==> config.mk <==
export PLATFORM = sky130hd
export DESIGN_NAME = cp0_reg
export DESIGN_NICKNAME = d
export VERILOG_FILES = /design/src/rtl/cp0_reg.sv
export SDC_FILE = /design/constraint.sdc
export NUM_CORES = 1
export LEC_CHECK = 0
export BUFFER_PORTS_ARGS = -buffer_cell sky130_fd_sc_hd__buf_2
export CORE_UTILIZATION = 47
export CTS_BUF_LIST = sky130_fd_sc_hd__clkbuf_4
export DETAILED_ROUTE_END_ITERATION = 8
export PLACE_DENSITY = 0.77
export SYNTH_ARGS = -nofsm -noshare
export SYNTH_HDL_FRONTEND = slang
export SYNTH_SLANG_ARGS = --single-unit
==> constraint.sdc <==
create_clock -name clk -period 1.67 [get_ports clk]
set_input_delay 0.0835 -clock clk [delete_from_list [all_inputs] [get_ports clk]]
set_output_delay 0.0835 -clock clk [all_outputs]
set_load 0.02 [all_outputs]
==> src/rtl/cp0_reg.sv <==
// cp0_reg: Coprocessor-0 register file written in the writeback cycle.
// Holds Count, Compare, Status, Cause, EPC and the constant PRId/Config
// values. It runs the free-running Count timer, raises a sticky timer
// interrupt, records exception state and clears EXL on ERET.
//
// Ports:
//   clk, rst            rising-edge clock, synchronous active-low reset
//   we_i/waddr_i/data_i mtc0 write channel
//   raddr_i/data_o      mfc0 combinational read port
//   int_i               external interrupt levels, sampled into Cause[15:10]
//   exc_i, exc_code_i, exc_pc_i, in_delay_slot_i  exception commit
//   eret_i              ERET commit (clears Status.EXL)
//   count_o .. epc_o    current register values
//   timer_int_o         registered timer interrupt pending
module cp0_reg #(
  parameter logic [31:0] PRID       = 32'h0001_8000,
  parameter logic [31:0] CONFIG_RST = 32'h0000_8000
) (
  input  logic        clk,
  input  logic        rst,
  input  logic        we_i,
  input  logic [4:0]  waddr_i,
  input  logic [31:0] data_i,
  input  logic [4:0]  raddr_i,
  input  logic [5:0]  int_i,
  input  logic        exc_i,
  input  logic [4:0]  exc_code_i,
  input  logic [31:0] exc_pc_i,
  input  logic        in_delay_slot_i,
  input  logic        eret_i,
  output logic [31:0] data_o,
  output logic [31:0] count_o,
  output logic [31:0] compare_o,
  output logic [31:0] status_o,
  output logic [31:0] cause_o,
  output logic [31:0] epc_o,
  output logic        timer_int_o
);

  localparam logic [4:0] AddrCount   = 5'd9;
  localparam logic [4:0] AddrCompare = 5'd11;
  localparam logic [4:0] AddrStatus  = 5'd12;
  localparam logic [4:0] AddrCause   = 5'd13;
  localparam logic [4:0] AddrEpc     = 5'd14;
  localparam logic [4:0] AddrPrid    = 5'd15;
  localparam logic [4:0] AddrConfig  = 5'd16;

  localparam logic [31:0] StatusRst  = 32'h1000_0000;
  // Software-writable Cause bits: IV, WP, IP1..IP0.
  localparam logic [31:0] CauseWmask = 32'h00C0_0300;

  logic [31:0] count_q, count_d;
  logic [31:0] compare_q, compare_d;
  logic [31:0] status_q, status_d;
  logic [31:0] cause_q, cause_d;
  logic [31:0] epc_q, epc_d;
  logic        timer_q, timer_d;

  logic wr_count, wr_compare;

  assign wr_count   = we_i && (waddr_i == AddrCount);
  assign wr_compare = we_i && (waddr_i == AddrCompare);

  always_comb begin
    count_d   = wr_count ? data_i : count_q + 32'd1;
    compare_d = wr_compare ? data_i : compare_q;

    // Sticky match; a Compare write acknowledges it and beats a same-cycle match.
    timer_d = timer_q;
    if (wr_compare) begin
      timer_d = 1'b0;
    end else if ((compare_q != 32'd0) && (count_q == compare_q)) begin
      timer_d = 1'b1;
    end

    status_d = status_q;
    cause_d  = cause_q;
    epc_d    = epc_q;

    // exc beats eret beats mtc0 for Status/Cause/EPC.
    if (exc_i) begin
      if (!status_q[1]) begin
        epc_d       = in_delay_slot_i ? (exc_pc_i - 32'd4) : exc_pc_i;
        cause_d[31] = in_delay_slot_i;
        status_d[1] = 1'b1;
      end
      cause_d[6:2] = exc_code_i;
    end else if (eret_i) begin
      status_d[1] = 1'b0;
    end else if (we_i) begin
      case (waddr_i)
        AddrStatus: status_d = data_i;
        AddrCause:  cause_d  = (cause_q & ~CauseWmask) | (data_i & CauseWmask);
        AddrEpc:    epc_d    = data_i;
        default:    ;
      endcase
    end

    // Pending hardware interrupts are tracked every cycle regardless of writes.
    cause_d[15:10] = int_i;
  end

  always_ff @(posedge clk) begin
    if (!rst) begin
      count_q   <= 32'd0;
      compare_q <= 32'd0;
      status_q  <= StatusRst;
      cause_q   <= 32'd0;
      epc_q     <= 32'd0;
      timer_q   <= 1'b0;
    end else begin
      count_q   <= count_d;
      compare_q <= compare_d;
      status_q  <= status_d;
      cause_q   <= cause_d;
      epc_q     <= epc_d;
      timer_q   <= timer_d;
    end
  end

  always_comb begin
    data_o = 32'd0;
    case (raddr_i)
      AddrCount:   data_o = count_q;
      AddrCompare: data_o = compare_q;
      AddrStatus:  data_o = status_q;
      AddrCause:   data_o = cause_q;
      AddrEpc:     data_o = epc_q;
      AddrPrid:    data_o = PRID;
      AddrConfig:  data_o = CONFIG_RST;
      default:     data_o = 32'd0;
    endcase
  end

  assign count_o     = count_q;
  assign compare_o   = compare_q;
  assign status_o    = status_q;
  assign cause_o     = cause_q;
  assign epc_o       = epc_q;
  assign timer_int_o = timer_q;

endmodule

## Yosys cells after proc, flatten, opt, wreduce, memory -nomap -nowiden

Cells that the tools add are included.
Widths: inputs -> output; s select.

| storage, ports and cells | value |
|---|---|
| bits in registers | 161 |
| output and inout port bits | 193 |
| word-level logic and storage cells | 65 |

| cells by class | value |
|---|---|
| $add $sub $neg | 2 |
| eq/ne operators | 15 |
| mux-type cells | 18 |
| bitwise operators | 4 |
| reductions and logical operators | 16 |

Operator list:

| operator | number |
|---|---|
| $mux 32 | 10 |
| $pmux 32 s7 | 1 |
| $eq 5x4->1 const B | 11 |
| $add 32x1->32 const B | 1 |
| $eq 32x32->1 | 1 |
| $or 32x24->32 | 1 |
| $reduce_bool 32->1 | 1 |
| $sub 32x3->32 const B | 1 |
| $reduce_and 4->1 | 4 |
| $reduce_bool 2->1 | 3 |
| $reduce_bool 3->1 | 2 |
| $eq 5x5->1 const B | 1 |
| $mux 5 | 1 |
| $mux 1 | 4 |
| $mux 2 | 2 |
| $ne 2x2->1 const B | 2 |
| $logic_and 1x1->1 | 3 |
| $not 1->1 | 3 |
| $reduce_and 3->1 | 1 |
| $reduce_and 2->1 | 1 |
| $reduce_or 2->1 | 1 |

## Depth between registers and ports, before layout

| logic depth | value |
|---|---|
| depth in word-level cells | 5 |
| gate-level depth with buffers | 7 |

## Worst setup path after synthesis

Ideal clock, no wire load.

| timing | value |
|---|---|
| path kind | reg-to-reg |
| start | register count_q[7], in the netlist count_o[7] |
| end | register count_q[16], in the netlist count_o[16] |
| arrival time | 1.806 ns |
| slack | -0.227 ns |
| cell stages (with the launch flop) | 6 |
| buffers on the path | 1 |
| period minus slack after synthesis | 1.897 ns |
| cell sequence | dfxtp_1 -> buf_2 -> nand4_1 -> or3_1 -> or3_1 -> a311oi_1 |

| on the way | value |
|---|---|
| cells in the longest elaborated chain, start to end | 2 |

Ends and longest elaborated chain:

| what | RTL line | RTL |
|---|---|---|
| start: declaration | 52 | `logic [31:0] count_q, count_d;` |
| start signal: assignment | 112 | `count_q <= count_d;` |
| $add 32x1->32 | 65 | `count_d = wr_count ? data_i : count_q + 32'd1;` |
| $mux 32 | 65 |  |

Every way passes these cells.
A chain may end at the register's enable or synchronous reset.

## Worst setup path after layout

| timing | value |
|---|---|
| start | register count_q[7], in the netlist count_o[7] |
| end | output data_o[7] |

| on the way | value |
|---|---|
| cells in the longest elaborated chain, start to end | 1 |

Ends and longest elaborated chain:

| what | RTL line | RTL |
|---|---|---|
| $pmux 32 s7 | 123 | `case (raddr_i)` |
| end: declaration | 31 | `output logic [31:0] data_o,` |

Every way passes these cells.

==> impl_metrics.env <==
export IMPL_status="finished, violations left"
export IMPL_violations="negative setup slack"
export IMPL_path_common_cell="buf_6"
export IMPL_drv_slew=0
export IMPL_grt_use_total=0.384
export IMPL_ant_nets=0
export IMPL_die_y_um=133
export IMPL_synth_commonest_cells="nand2_1, dfxtp_1, a21oi_1"
export IMPL_final_cells=1678
export IMPL_yosys_warnings=0
export IMPL_synth_top_area_frac=0.362
export IMPL_crit_path_start_kind="register"
export IMPL_worst_clock_skew_ns=0.0194
export IMPL_nNetsFinal=1537
export IMPL_cts_htree_levels=4
export IMPL_vias=10383
export IMPL_ir_drop_v=0.000472
export IMPL_netlist_instances=1007
export IMPL_syn_area_per_cell_sq_um=7.95
export IMPL_rr_worst_depth=9
export IMPL_die_width_um=133
export IMPL_synth_cell_types=64
export IMPL_max_freq_mhz=537
export IMPL_worstSetupEndpointType="primary output"
export IMPL_critPathMaxFanout=2
export IMPL_sw_frac_of_total=0.310
export IMPL_wl_um=37200
export IMPL_internal_power_mw=5.08
export IMPL_synth_area_sq_um=8010
export IMPL_gp_congestion=1.02
export IMPL_viasPerCell=6.19
export IMPL_antenna_found_initial=1
export IMPL_numCtsBuffers=17
export IMPL_hold_viol=0
export IMPL_drc=0
export IMPL_placedCellCount=1511
export IMPL_core_sq_um=16600
export IMPL_crit_path_top_delay_cell="dfxtp_4"
export IMPL_fillCellCount=1187
export IMPL_ys_flop_type="dfxtp_1"
export IMPL_grt_pass1_vias=9232
export IMPL_netlist_top_cells_area="dfxtp_1, mux2i_1, a21oi_1"
export IMPL_drive_gt1_frac=0.410
export IMPL_p_leak_nw=5.32
export IMPL_crit_family="flip-flops"
export IMPL_hp_class="input port to register"
export IMPL_min_period_over_period=1.11
export IMPL_wl_per_cell_um=22.1
export IMPL_min_delay_path_depth=4
export IMPL_switchingPower_mw=2.29
export IMPL_yosysMostFrequentCell="nand2_1"
export IMPL_setup_viol=44
export IMPL_fin_tns_setup_ns=-2.91
export IMPL_power_per_cell_area_nw_per_um2=596
export IMPL_dp_hpwl_um=23100
export IMPL_dpl_cell_area_sq_um=10100
export IMPL_num_rows=47
export IMPL_grt_overflow_total=0
export IMPL_rsz0062_at_grt="true"
export IMPL_drtPass1Iterations=7
export IMPL_cts_sinks=145
export IMPL_fin_ws_ns=-0.191
export IMPL_initialDrtViolationCount=1464
export IMPL_p_total_mw=7.37
export IMPL_io_pins=284
export IMPL_holdWs_ns=0.0235
export IMPL_grt_first_pass_wirelength_um=51900
export IMPL_pwr_share_comb=0.201
export IMPL_port_buffer_count=267
export IMPL_cts_tree="built"
export IMPL_cp_num_buf_inv=2
export IMPL_period_needed_ns=1.86
export IMPL_path_class="register to primary output"
export IMPL_postLayoutCoreUtil=0.746
export IMPL_clk_latency_ns=0.60
export IMPL_async_reset_ff_frac=0
export IMPL_cts_root_buf="clkbuf_4"
export IMPL_fp_dieArea_sq_um=17600
export IMPL_ys_ff_latch=145
export IMPL_place_ws_ns=-0.139
export IMPL_max_cap_violations=0
export IMPL_crit_chain="buf_6 -> mux2i_2 -> nor2_1 -> a221o_1 -> buf_6"
export IMPL_seqPwrFrac=0.491
export IMPL_max_slew_worst_pin_slew_ns=0.579
export IMPL_critPathMaxStageDelay_ns=0.36
export IMPL_fin_area_sq_um=12400
export IMPL_synth_edff_count=0
export IMPL_clk_path_buf_depth=2
export IMPL_grt_max_degree=63
export IMPL_arrival_ns=1.78
export IMPL_power_share_clock=0.308
export IMPL_syn2layout_area_growth_pct=54.6
export IMPL_synth_top_area_cell="dfxtp_1"
export IMPL_ys_seq_area_frac=0.362
export IMPL_clkSlewWorstSetupHoldPaths_ns=0.13
export IMPL_initial_core_util=0.483
export IMPL_relSlewSlack=0.614
export IMPL_cp_required_ns=1.59
export IMPL_crit_cells=5
area by class of cell:
| class | instances | area [sq um] | area share |
|---|---|---|---|
| clock inverters | 11 | 114 | 0.00920 |
| multi-input cells | 782 | 5190 | 0.420 |
| clock buffers | 21 | 158 | 0.0127 |
| inverters | 7 | 27.5 | 0.00222 |
| diodes | 1 | 2.50 | 0.000202 |
| repair buffers | 491 | 3540 | 0.286 |
| flip-flops and latches | 145 | 3060 | 0.248 |
| well taps | 220 | 275 | 0.0222 |
worst reg2reg max path, delay by kind of cell (launching register included):
family / cells / cell delay, ns
AOI/OAI and AO/OA: 1 / 0.30
buffers and inverters: 3 / 0.39
DFF: 1 / 0.37
adders and majority gates: 1 / 0.15
and+or+nand+nor: 3 / 0.34
xor gates and xnor gates: 1 / 0.16
state kept, by name, summed over array words and instances (netlist names):
name         count
count_o         32
status_o        32
timer_int_o      1
cause_o         16
compare_o       32
epc_o           32
metal layers:
metal | global-route usage | vias up | part of all wire
met1 | 0.489 | 4807 | 0.36
met4 | 0.198 | 0 | 0.060
met5 | 0 | - | 0
met2 | 0.606 | 905 | 0.44
li1 | - | 4437 | -
met3 | 0.0900 | 234 | 0.13
placed cells by master (no fill, tap or decap), types with 24 or more instances in the layout:
cell / netlist / layout
xnor2_1: 63 / 58
a21oi_1: 115 / 107
buf_4: 16 / 131
dfxtp_2: 0 / 27
mux2i_1: 64 / 49
nand4_1: 25 / 25
buf_6: 0 / 41
nand2_1: 149 / 145
dfxtp_4: 0 / 34
nor2_1: 83 / 74
o21ai_1: 9 / 24
dfxtp_1: 145 / 84
dlygate4sd3_1: 0 / 76
buf_2: 7 / 235
cells by family after synthesis:
group / count (synthesis) / synth area share
other: 1 / 0.000468
DFF: 145 / 0.362
xor gates and xnor gates: 85 / 0.0930
muxes: 64 / 0.0800
adders and majority gates: 2 / 0.00312
and+or+nand+nor: 382 / 0.236
AOI/OAI and AO/OA: 233 / 0.172
buffers and inverters: 95 / 0.0531
power by group through the flow:
stage,clock [mW],sequential (mW),combinational [mW]
after floorplan,0,3.83,0.524
after global placement,0,3.73,1.14
after detailed placement,0,3.73,1.15
after CTS,2.24,3.62,1.36
after global routing,2.39,3.62,1.54
final,2.27,3.62,1.48
what timing repair did:
| action | 4_1_cts | 5_1_grt |
|---|---|---|
| resized for setup | 157 | 98 |
| pin swaps | 25 | 55 |
| buffers inserted | 52 | 19 |
| setup endpoints to repair | 32 | 59 |
| hold buffers | 76 | 0 |
| endpoints found under the hold margin | 143 | 0 |
| cloned | 0 | 1 |
final timing paths:
kind	startpoint	end	slack, ns
min	exc_pc_i[10]	epc_o[10]	0.02
max	count_o[7]	data_o[7]	-0.19
min reg2reg	status_o[8]	status_o[8]	0.48
max reg2reg	count_o[1]	count_o[12]	-0.15
Note: power is estimated with default switching activity, not from simulation.
